**src/rtl/prod_accum_if.sv**
```systemverilog
// Handshake bundle between the product source, prod_accum and the result consumer.
// The slave modport is the accumulator's view; the master modport drives it.
interface prod_accum_if #(
    parameter int PROD_W = 32,
    parameter int ACC_W  = 40
);
    logic              in_valid;
    logic              in_ready;
    logic [PROD_W-1:0] in_prod;
    logic              in_last;
    logic              out_valid;
    logic              out_ready;
    logic [ACC_W-1:0]  out_acc;
    logic [15:0]       out_cnt;
    logic              out_ovf;

    modport slave (
        input  in_valid, in_prod, in_last, out_ready,
        output in_ready, out_valid, out_acc, out_cnt, out_ovf
    );

    modport master (
        output in_valid, in_prod, in_last, out_ready,
        input  in_ready, out_valid, out_acc, out_cnt, out_ovf
    );
endinterface

```
**src/rtl/prod_accum.sv**
```systemverilog
// Frame accumulator for unsigned products: sums up to LEN products (or until in_last)
// and holds one result per frame. Define PROD_ACCUM_SAT_EN for a saturating accumulator.
module prod_accum #(
    parameter int PROD_W = 32,
    parameter int ACC_W  = 40,
    parameter int LEN    = 16
) (
    input  logic           clk,
    input  logic           rst,
    prod_accum_if.slave    bus
);
    typedef enum logic [1:0] {IDLE, ACCUM, DONE} state_t;

    state_t             state_q, state_d;
    logic [ACC_W-1:0]   acc_q, acc_d;
    logic [15:0]        cnt_q, cnt_d;
    logic               ovf_q, ovf_d;
    logic               in_ready_int;
    logic               in_xfer;
    logic [ACC_W:0]     sum;
    logic [16:0]        cnt_inc;

    function automatic logic [ACC_W-1:0] zext(input logic [PROD_W-1:0] p);
        logic [ACC_W-1:0] r;
        r = '0;
        r[PROD_W-1:0] = p;
        return r;
    endfunction

    // Top bit of the result is the overflow flag for this add.
    function automatic logic [ACC_W:0] add_acc(input logic [ACC_W-1:0] a,
                                               input logic [PROD_W-1:0] p);
        logic [ACC_W:0] s;
        s = {1'b0, a} + {1'b0, zext(p)};
`ifdef PROD_ACCUM_SAT_EN
        if (s[ACC_W] || (&a))
            s = {1'b1, {ACC_W{1'b1}}};
`endif
        return s;
    endfunction

    assign in_ready_int  = (state_q != DONE) && !rst;
    assign in_xfer       = bus.in_valid && in_ready_int;
    assign bus.in_ready  = in_ready_int;
    assign bus.out_valid = (state_q == DONE);
    assign bus.out_acc   = acc_q;
    assign bus.out_cnt   = cnt_q;
    assign bus.out_ovf   = ovf_q;

    always_comb begin
        state_d = state_q;
        acc_d   = acc_q;
        cnt_d   = cnt_q;
        ovf_d   = ovf_q;
        sum     = add_acc(acc_q, bus.in_prod);
        cnt_inc = {1'b0, cnt_q} + 17'd1;
        unique case (state_q)
            IDLE: begin
                if (in_xfer) begin
                    acc_d = zext(bus.in_prod);
                    cnt_d = 16'd1;
                    ovf_d = 1'b0;
                    if (LEN == 1 || bus.in_last)
                        state_d = DONE;
                    else
                        state_d = ACCUM;
                end
            end
            ACCUM: begin
                if (in_xfer) begin
                    acc_d = sum[ACC_W-1:0];
                    cnt_d = cnt_inc[15:0];
                    ovf_d = ovf_q | sum[ACC_W];
                    if (cnt_inc == 17'(LEN) || bus.in_last)
                        state_d = DONE;
                end
            end
            DONE: begin
                // Result is held until the consumer takes it, then the frame state is cleared.
                if (bus.out_ready) begin
                    state_d = IDLE;
                    acc_d   = '0;
                    cnt_d   = '0;
                    ovf_d   = 1'b0;
                end
            end
            default: state_d = IDLE;
        endcase
    end

    always_ff @(posedge clk) begin
        if (rst) begin
            state_q <= IDLE;
            acc_q   <= '0;
            cnt_q   <= '0;
            ovf_q   <= 1'b0;
        end else begin
            state_q <= state_d;
            acc_q   <= acc_d;
            cnt_q   <= cnt_d;
            ovf_q   <= ovf_d;
        end
    end
endmodule

```
**src/flat_wrapper.sv**
```systemverilog
// flat-port wrapper written by rule: the top's interface ports become plain ports
module prod_accum_flat 
#(
    parameter int PROD_W = 32,
    parameter int ACC_W  = 40,
    parameter int LEN    = 16
)
  (clk, rst, bus_in_valid, bus_in_prod, bus_in_last, bus_out_ready, bus_in_ready, bus_out_valid, bus_out_acc, bus_out_cnt, bus_out_ovf);
  prod_accum_if #(.PROD_W(PROD_W), .ACC_W(ACC_W)) bus_i ();
  input  logic clk;
  input  logic rst;
  input wire logic [$bits(bus_i.in_valid)-1:0] bus_in_valid;
  input wire logic [$bits(bus_i.in_prod)-1:0] bus_in_prod;
  input wire logic [$bits(bus_i.in_last)-1:0] bus_in_last;
  input wire logic [$bits(bus_i.out_ready)-1:0] bus_out_ready;
  output wire logic [$bits(bus_i.in_ready)-1:0] bus_in_ready;
  output wire logic [$bits(bus_i.out_valid)-1:0] bus_out_valid;
  output wire logic [$bits(bus_i.out_acc)-1:0] bus_out_acc;
  output wire logic [$bits(bus_i.out_cnt)-1:0] bus_out_cnt;
  output wire logic [$bits(bus_i.out_ovf)-1:0] bus_out_ovf;
  assign bus_i.in_valid = bus_in_valid;
  assign bus_i.in_prod = bus_in_prod;
  assign bus_i.in_last = bus_in_last;
  assign bus_i.out_ready = bus_out_ready;
  assign bus_in_ready = bus_i.in_ready;
  assign bus_out_valid = bus_i.out_valid;
  assign bus_out_acc = bus_i.out_acc;
  assign bus_out_cnt = bus_i.out_cnt;
  assign bus_out_ovf = bus_i.out_ovf;
  prod_accum #(.PROD_W(PROD_W), .ACC_W(ACC_W), .LEN(LEN)) u_core (.clk(clk), .rst(rst), .bus(bus_i));
endmodule
```
**config.mk**
```make
export PLATFORM = sky130hd
export DESIGN_NAME = prod_accum_flat
export DESIGN_NICKNAME = d
export VERILOG_FILES = /design/src/rtl/prod_accum_if.sv /design/src/rtl/prod_accum.sv /design/src/flat_wrapper.sv
export SDC_FILE = /design/constraint.sdc
export NUM_CORES = 1
export LEC_CHECK = 0
export CAP_MARGIN = 20
export CORE_ASPECT_RATIO = 0.9
export CORE_MARGIN = 2
export CORE_UTILIZATION = 48
export CTS_BUF_LIST = sky130_fd_sc_hd__clkbuf_16
export DETAILED_ROUTE_END_ITERATION = 8
export GPL_ROUTABILITY_DRIVEN = 1
export PLACE_DENSITY = 0.76
export RECOVER_POWER = 50
export SYNTH_ARGS = -nofsm -noshare
export SYNTH_HDL_FRONTEND = slang
export SYNTH_SLANG_ARGS = --single-unit
```
**constraint.sdc**
```tcl
create_clock -name clk -period 5 [get_ports clk]
set_input_delay 0.75 -clock clk [delete_from_list [all_inputs] [get_ports clk]]
set_output_delay 0.75 -clock clk [all_outputs]
set_load 0.1 [all_outputs]
```
==> flow_summary_export.csv, run 1 <==
group,metric,value,unit
run_status,status,"finished with violations",
run_status,failed_checks,"capacitance limit, slew limit",
setup_path,r2r_start,"u_core.state_q[0]$_SDFFE_PP0P_",
yosys,yosys_warnings,0,
setup_path,cpMaxStageDelayCell,"nor2_1",
sta,fin_skew,0.00525,ns
sta,hold_ws,0.497,ns
setup_path,crit_arrival,4.04,ns
yosys,synth-edff-count,0,
routing,dr_total_vias,4970,
setup_path,path_cells,"dlygate4sd3_1 -> nor2b_1 -> nor3_1 -> a21oi_1 -> nor2_1 -> nand2_1 -> clkbuf_1 -> or4_1 -> a21oi_1",
clock_tree,numCtsBuffers,9,
setup_path,crit_family,"simple AND/OR/NAND/NOR gates",
routing,drt_iter0_drc,265,
clock_tree,cts_resized,0,
clock_tree,cts_tree,"done",
yosys,synth_area,0.00450,sq mm
placement,globalplace.congestion,0.962,
setup_path,cp_num_cells,9,
power,powerDensity,758,mW/mm^2
layout,syn_to_final_growth,29.5,%
min_path,worstHoldStart,"u_core.state_q[0]$_SDFFE_PP0P_",
layout,fillers,854,
setup_path,critPathKind,"primary input to register",
min_path,min-delay-path-class,"register to register",
yosys,ys_ff_latch,59,
power,peakVddDrop,0.468,mV
setup_path,startpoint_type,"primary input",
setup_path,critPathMaxStageDelay,1.15,ns
clock_tree,clkTransAtPathRegs,0.05,ns
setup_path,regToRegEndpoint,"u_core.bus.out_cnt[5]$_SDFFE_PP0P_",
floorplan,core_area,0.00913,sq mm
routing,wl_met3,848,um
setup_path,crit_required,5.26,ns
yosys,postSynthCellCount,598,
setup_path,worst_path_most_repeated_cell,"a21oi_1",
clock_tree,cts_buffer_depth,2,
floorplan,die_h,95.9,um
clock_tree,cts.sinks,59,
floorplan,rows,33,
clock_tree,cts_root_buffer,"clkbuf_16",
routing,viasPerCell,6.20,
setup_path,crit_start,"bus_out_ready",
yosys,synth-async-reset-ratio,0,%
clock_tree,clk_latency,0.33,ns
setup_path,worst-path-buf-inv,2,
clock_tree,cts_hold_buf,0,
floorplan,fp.dieArea,0.0102,sq mm
global_routing,grt_pass1_wl,21900,um
routing,top_layer_used,"met4",
sta,slew_viol_final,30,
routing,wl_met2,6210,um
sta,finalHoldViolCount,0,
global_routing,track_usage,26.5,%
sta,fin_crit,3.78,ns
routing,wl_per_cell,16.6,um
layout,num_antenna_cells,0,
sta,finalSetupTns,0,ns
global_routing,antenna_found_initial,0,
setup_path,cp_max_fo,20,
routing,wl_met1,6010,um
sta,rsz0062_at_grt,"false",
setup_path,critical_path.endpoint,"u_core.bus.out_cnt[5]$_SDFFE_PP0P_",
sta,max_freq,0.265,GHz
layout,final_cell_mix,"nor2_1 (69), dfxtp_1 (59), a21oi_1 (56)",
yosys,dominantRegCellSynth,"dfxtp_1",
setup_path,cp-end-kind,"register",
setup_path,reg2reg_slack,1.40,ns
routing,drtPass1Iterations,5,
floorplan,die_w,106,um
routing,ant_nets,0,
clock_tree,htreeDepth,3,
floorplan,ioPinCount,96,
sta,tightest_slew,1.73,ns
placement,port_buffers,95,
setup_path,reg2regPathDepth,10,
routing,wirelength,13300,um
yosys,ys_types,57,
sta,slew_headroom,-15.5,%
sta,fin_crit_sh,75.5,%
sta,setup_viol,0,
power,p_leak,2.41,nW
layout,nets,749,
run,max_cap_violations,2,
routing,drc,0,
placement,dp.final_hpwl,9500,um
global_routing,grt_pass1_vias,4605,
layout,layout_commonest_cell,"nor2_1",
yosys,syn_nets,672,
yosys,synth.avg_cell_area,7.53,sq um
global_routing,grt_max_degree,59,
yosys,synth-seq-area-share,26.2,%
floorplan,initial_core_util,49.4,%
layout,drive_above_1_share,4.56,%
clock_tree,postCtsSetupRepairBufs,0,
global_routing,gr-total-overflow,0,
## registers in the layout, indices dropped and copies added, names as in the netlist
| signal | cells |
|---|---|
| u_core.bus.out_cnt | 16 |
| u_core.state_q | 2 |
| u_core.bus.out_ovf | 1 |
| u_core.bus.out_acc | 40 |
## area by class of cell
type                    count  area [sq um]  area share, %
flip-flops and latches     59          1180           20.2
clock inverters             7          60.1           1.03
multi-input cells         492          3150           53.9
clock buffers               9           225           3.86
repair buffers            102          1030           17.6
well taps                 122           153           2.62
inverters                  11          41.3          0.708
## cell usage after synthesis (all sizes together) (19+ instances only)
master,number,area share [%]
a21oi,59,6.8
a221oi,29,5.9
and3,20,2.8
clkbuf,33,2.8
dfxtp,59,26
ha,36,10
nand2,39,3.2
nand3,24,2.7
nor2,69,5.8
nor3,38,4.2
o21ai,34,3.8
xnor2,19,3.7
## worst min-delay path by stage
stage / endpoint / slack [ns] / cells after the start
floorplan: u_core.state_q[0]$_SDFFE_PP0P_ / 0.46 / 2
global placement: u_core.state_q[0]$_SDFFE_PP0P_ / 0.48 / 2
detailed placement: u_core.state_q[0]$_SDFFE_PP0P_ / 0.49 / 2
CTS: u_core.state_q[0]$_SDFFE_PP0P_ / 0.50 / 2
global route: u_core.bus.out_acc[20]$_SDFFE_PP0P_ / 0.52 / 2
finish: u_core.state_q[0]$_SDFFE_PP0P_ / 0.50 / 2
## cell families (layout without fill, tap and decap cells)
family | after synthesis | in the layout | share of synthesized area [%]
simple gates | 232 | 232 | 24.8
compound gates | 195 | 195 | 29.0
flops | 59 | 59 | 26.2
buf+inv | 47 | 129 | 3.94
fa+ha+maj | 37 | 37 | 10.4
xor+xnor | 26 | 26 | 5.06
mux | 2 | 2 | 0.472
## metrics by stage
step / power (mW) / utilization, % / cell area [sq um] / instances / setup WS, ns
2_1_floorplan: 3.12 / - / 4500 / 598 / 0.992
3_3_place_gp: 3.74 / 60.4 / 5510 / 784 / 1.18
3_5_place_dp: 3.82 / 60.6 / 5530 / 785 / 1.12
4_1_cts: 4.43 / 63.7 / 5820 / 801 / 1.41
5_1_grt: 4.69 / 63.9 / 5830 / 802 / 0.977
6_report: 4.42 / 63.9 / 5830 / 802 / 1.22
## worst min-delay path, cell delays in order, from the launching register on
cell and delay [ns]:
dfxtp_1 0.32, nand2b_1 0.08, a21oi_1 0.05
## power by group
group | switching [mW] | total, mW | internal (mW) | leakage [nW]
clock network | 0.220 | 0.599 | 0.379 | 0.144
logic | 2.16 | 3.10 | 0.937 | 1.78
registers | 0.116 | 0.725 | 0.610 | 0.482
total | 2.50 | 4.42 | 1.93 | 2.41
## layer usage
metal	vias up	track usage [%]
li1	2408	-
met4	0	7.46
met5	-	0
met2	200	44.5
met3	25	4.60
met1	2337	35.1
Note: power is estimated with default switching activity, not from simulation.
==> run 2: changes to the inputs <==
--- a/config.mk
+++ b/config.mk
@@ -8,11 +8,11 @@
 export CAP_MARGIN = 20
 export CORE_ASPECT_RATIO = 0.9
 export CORE_MARGIN = 2
-export CORE_UTILIZATION = 48
+export CORE_UTILIZATION = 47
 export CTS_BUF_LIST = sky130_fd_sc_hd__clkbuf_16
 export DETAILED_ROUTE_END_ITERATION = 8
 export GPL_ROUTABILITY_DRIVEN = 1
-export PLACE_DENSITY = 0.76
+export PLACE_DENSITY = 0.78
 export RECOVER_POWER = 50
 export SYNTH_ARGS = -nofsm -noshare
 export SYNTH_HDL_FRONTEND = slang
==> constraint.sdc (replaced) <==
create_clock -name clk -period 3.19 [get_ports clk]
set_input_delay 0.4785 -clock clk [delete_from_list [all_inputs] [get_ports clk]]
set_output_delay 0.4785 -clock clk [all_outputs]
set_load 0.1 [all_outputs]
==> run 2 against run 1 <==
  * The run ends with setup timing left
  * Routed wire length grew 5.1%
  * Final cell count grew 6.7%
  * Clock-buffer cell count is the same
  * Worst hold slack gained 0.0042 ns
  * Non-clock buffer count grew 54
  * First-iteration DRC count grew 11%
  * Register-to-register slack lost 1.2 ns
  * Total power grew 68%
  * Largest cell class unchanged
  * Critical path depth grew 3
==> flow_summary_export.csv, run 2 (synthesis results as in run 1) <==
group,metric,value,unit
run_status,status,"finished with violations",
run_status,failed_checks,"setup timing",
sta,slew_headroom,21.0,%
layout,fillers,852,
clock_tree,cts.sinks,59,
global_routing,grt_pass1_wl,23100,um
global_routing,grt_max_degree,59,
sta,max_freq,0.310,GHz
sta,tightest_slew,1.19,ns
clock_tree,cts_tree,"done",
clock_tree,cts_hold_buf,0,
floorplan,initial_core_util,48.9,%
sta,fin_crit_sh,101,%
setup_path,crit_required,3.37,ns
setup_path,cp_max_fo,4,
clock_tree,clk_latency,0.33,ns
layout,layout_commonest_cell,"nor2_1",
min_path,hold_depth,2,
setup_path,crit_start,"bus_in_prod[0]",
power,p_leak,2.45,nW
floorplan,core_area,0.00921,sq mm
sta,fin_crit,3.22,ns
setup_path,regToRegEndpoint,"u_core.bus.out_acc[28]$_SDFFE_PP0P_",
setup_path,reg2regPathDepth,11,
power,peakVddDrop,0.720,mV
clock_tree,cts_buffer_depth,2,
layout,largest_reg_flops,40,
routing,wirelength,14000,um
sta,finalHoldViolCount,0,
global_routing,antenna_found_initial,0,
clock_tree,htreeDepth,3,
min_path,min-delay-path-class,"register to register",
sta,fin_skew,0.00835,ns
routing,drt_iter0_drc,295,
setup_path,cp-end-kind,"register",
global_routing,track_usage,26.7,%
global_routing,grt_pass1_vias,4860,
layout,num_antenna_cells,0,
setup_path,r2r_start,"u_core.bus.out_acc[0]$_SDFFE_PP0P_",
sta,rsz0062_at_grt,"true",
min_path,worstHoldStart,"u_core.state_q[0]$_SDFFE_PP0P_",
sta,finalSetupTns,-0.0321,ns
power,powerDensity,1240,mW/mm^2
setup_path,critPathKind,"primary input to register",
clock_tree,numCtsBuffers,9,
setup_path,crit_arrival,3.41,ns
run,max_cap_violations,0,
routing,viasPerCell,5.99,
setup_path,critical_path.endpoint,"u_core.bus.out_acc[28]$_SDFFE_PP0P_",
routing,dr_total_vias,5128,
routing,ant_nets,0,
placement,dp.final_hpwl,10000,um
layout,syn_to_final_growth,33.1,%
floorplan,rows,33,
floorplan,die_h,96.9,um
setup_path,startpoint_type,"primary input",
sta,setup_viol,1,
global_routing,gr-total-overflow,0,
setup_path,reg2reg_slack,0.21,ns
clock_tree,clkTransAtPathRegs,0.06,ns
layout,drive_above_1_share,14.7,%
layout,final_cell_mix,"nor2_1 (67), buf_4 (63), clkbuf_1 (56)",
floorplan,die_w,107,um
routing,drtPass1Iterations,6,
floorplan,ioPinCount,96,
routing,drc,0,
floorplan,fp.dieArea,0.0104,sq mm
sta,hold_ws,0.501,ns
layout,nets,803,
clock_tree,cts_root_buffer,"clkbuf_16",
routing,wl_per_cell,16.3,um
sta,slew_viol_final,0,
sta,fin_ws,-0.0321,ns
placement,port_buffers,95,
placement,globalplace.congestion,0.974,
-- run 2: changes by cell type in the layout (fill, tap and decap cells not counted), moves of 3 or more --
| cell | delta |
|---|---|
| clkdlybuf4s50_1 | -16 |
| dfxtp_2 | +7 |
| clkbuf_1 | +55 |
| buf_4 | +59 |
| dfxtp_1 | -7 |
| dlygate4sd3_1 | -42 |
| clkinv_2 | -3 |
-- run 2: worst min-delay path by stage --
stage	endpoint	slack, ns
after floorplan	u_core.state_q[0]$_SDFFE_PP0P_	0.46
after global placement	u_core.state_q[0]$_SDFFE_PP0P_	0.48
after detailed placement	u_core.state_q[0]$_SDFFE_PP0P_	0.49
after CTS	u_core.state_q[0]$_SDFFE_PP0P_	0.50
after global routing	u_core.bus.out_acc[33]$_SDFFE_PP0P_	0.53
final	u_core.state_q[0]$_SDFFE_PP0P_	0.50
-- run 2: what timing repair did --
item | CTS | global route
hold endpoints to repair | 0 | 0
resized for setup | 2 | 13
pin swaps | 0 | 4
setup buffers | 0 | 1
endpoints found under the setup margin | 1 | 13
-- run 2: critical path, stage by stage --
cell and delay (ns):
clkdlybuf4s50_1 0.42, ha_2 0.20, fa_2 0.36, a211o_1 0.31, a21oi_2 0.18, nor2b_1 0.08
o31a_1 0.31, or2_4 0.30, a221oi_4 0.30, xnor2_2 0.12, a221oi_2 0.28, nor3_2 0.08
-- run 2: cell type report --
class	instances	area, sq um	share of cell area (%)
well taps	122	153	2.55
repair buffers	156	1050	17.5
inverters	11	41.3	0.689
multi-input cells	492	3220	53.7
clock inverters	7	118	1.96
clock buffers	9	225	3.76
flip-flops and latches	59	1190	19.8
-- run 2: where the power goes --
group	switching, mW	internal (mW)	total, mW
clock	0.369	0.761	1.13
combinational	3.53	1.62	5.15
sequential	0.198	0.964	1.16
-- run 2: per-layer routing --
layer  GRT usage [%]  part of all wire (%)  vias up
met1            36.2                    46     2422
met3            4.58                   5.9       19
met5               0                     0        -
met4            7.89                   1.2        0
li1                -                     -     2513
met2            43.3                    47      174
-- run 2: metrics by stage --
stage | util, % | setup slack, ns | std cells | power (mW) | instance area [sq um]
2_1_floorplan | - | 0.00523 | 598 | 4.91 | 4520
5_1_grt | 65.1 | -0.0891 | 856 | 7.87 | 5990
4_1_cts | 66.8 | 0.0142 | 855 | 7.51 | 6150
6_report | 65.1 | -0.0321 | 856 | 7.44 | 5990
3_3_place_gp | 62.9 | -0.297 | 839 | 6.24 | 5800
3_5_place_dp | 62.9 | -0.345 | 839 | 6.33 | 5800
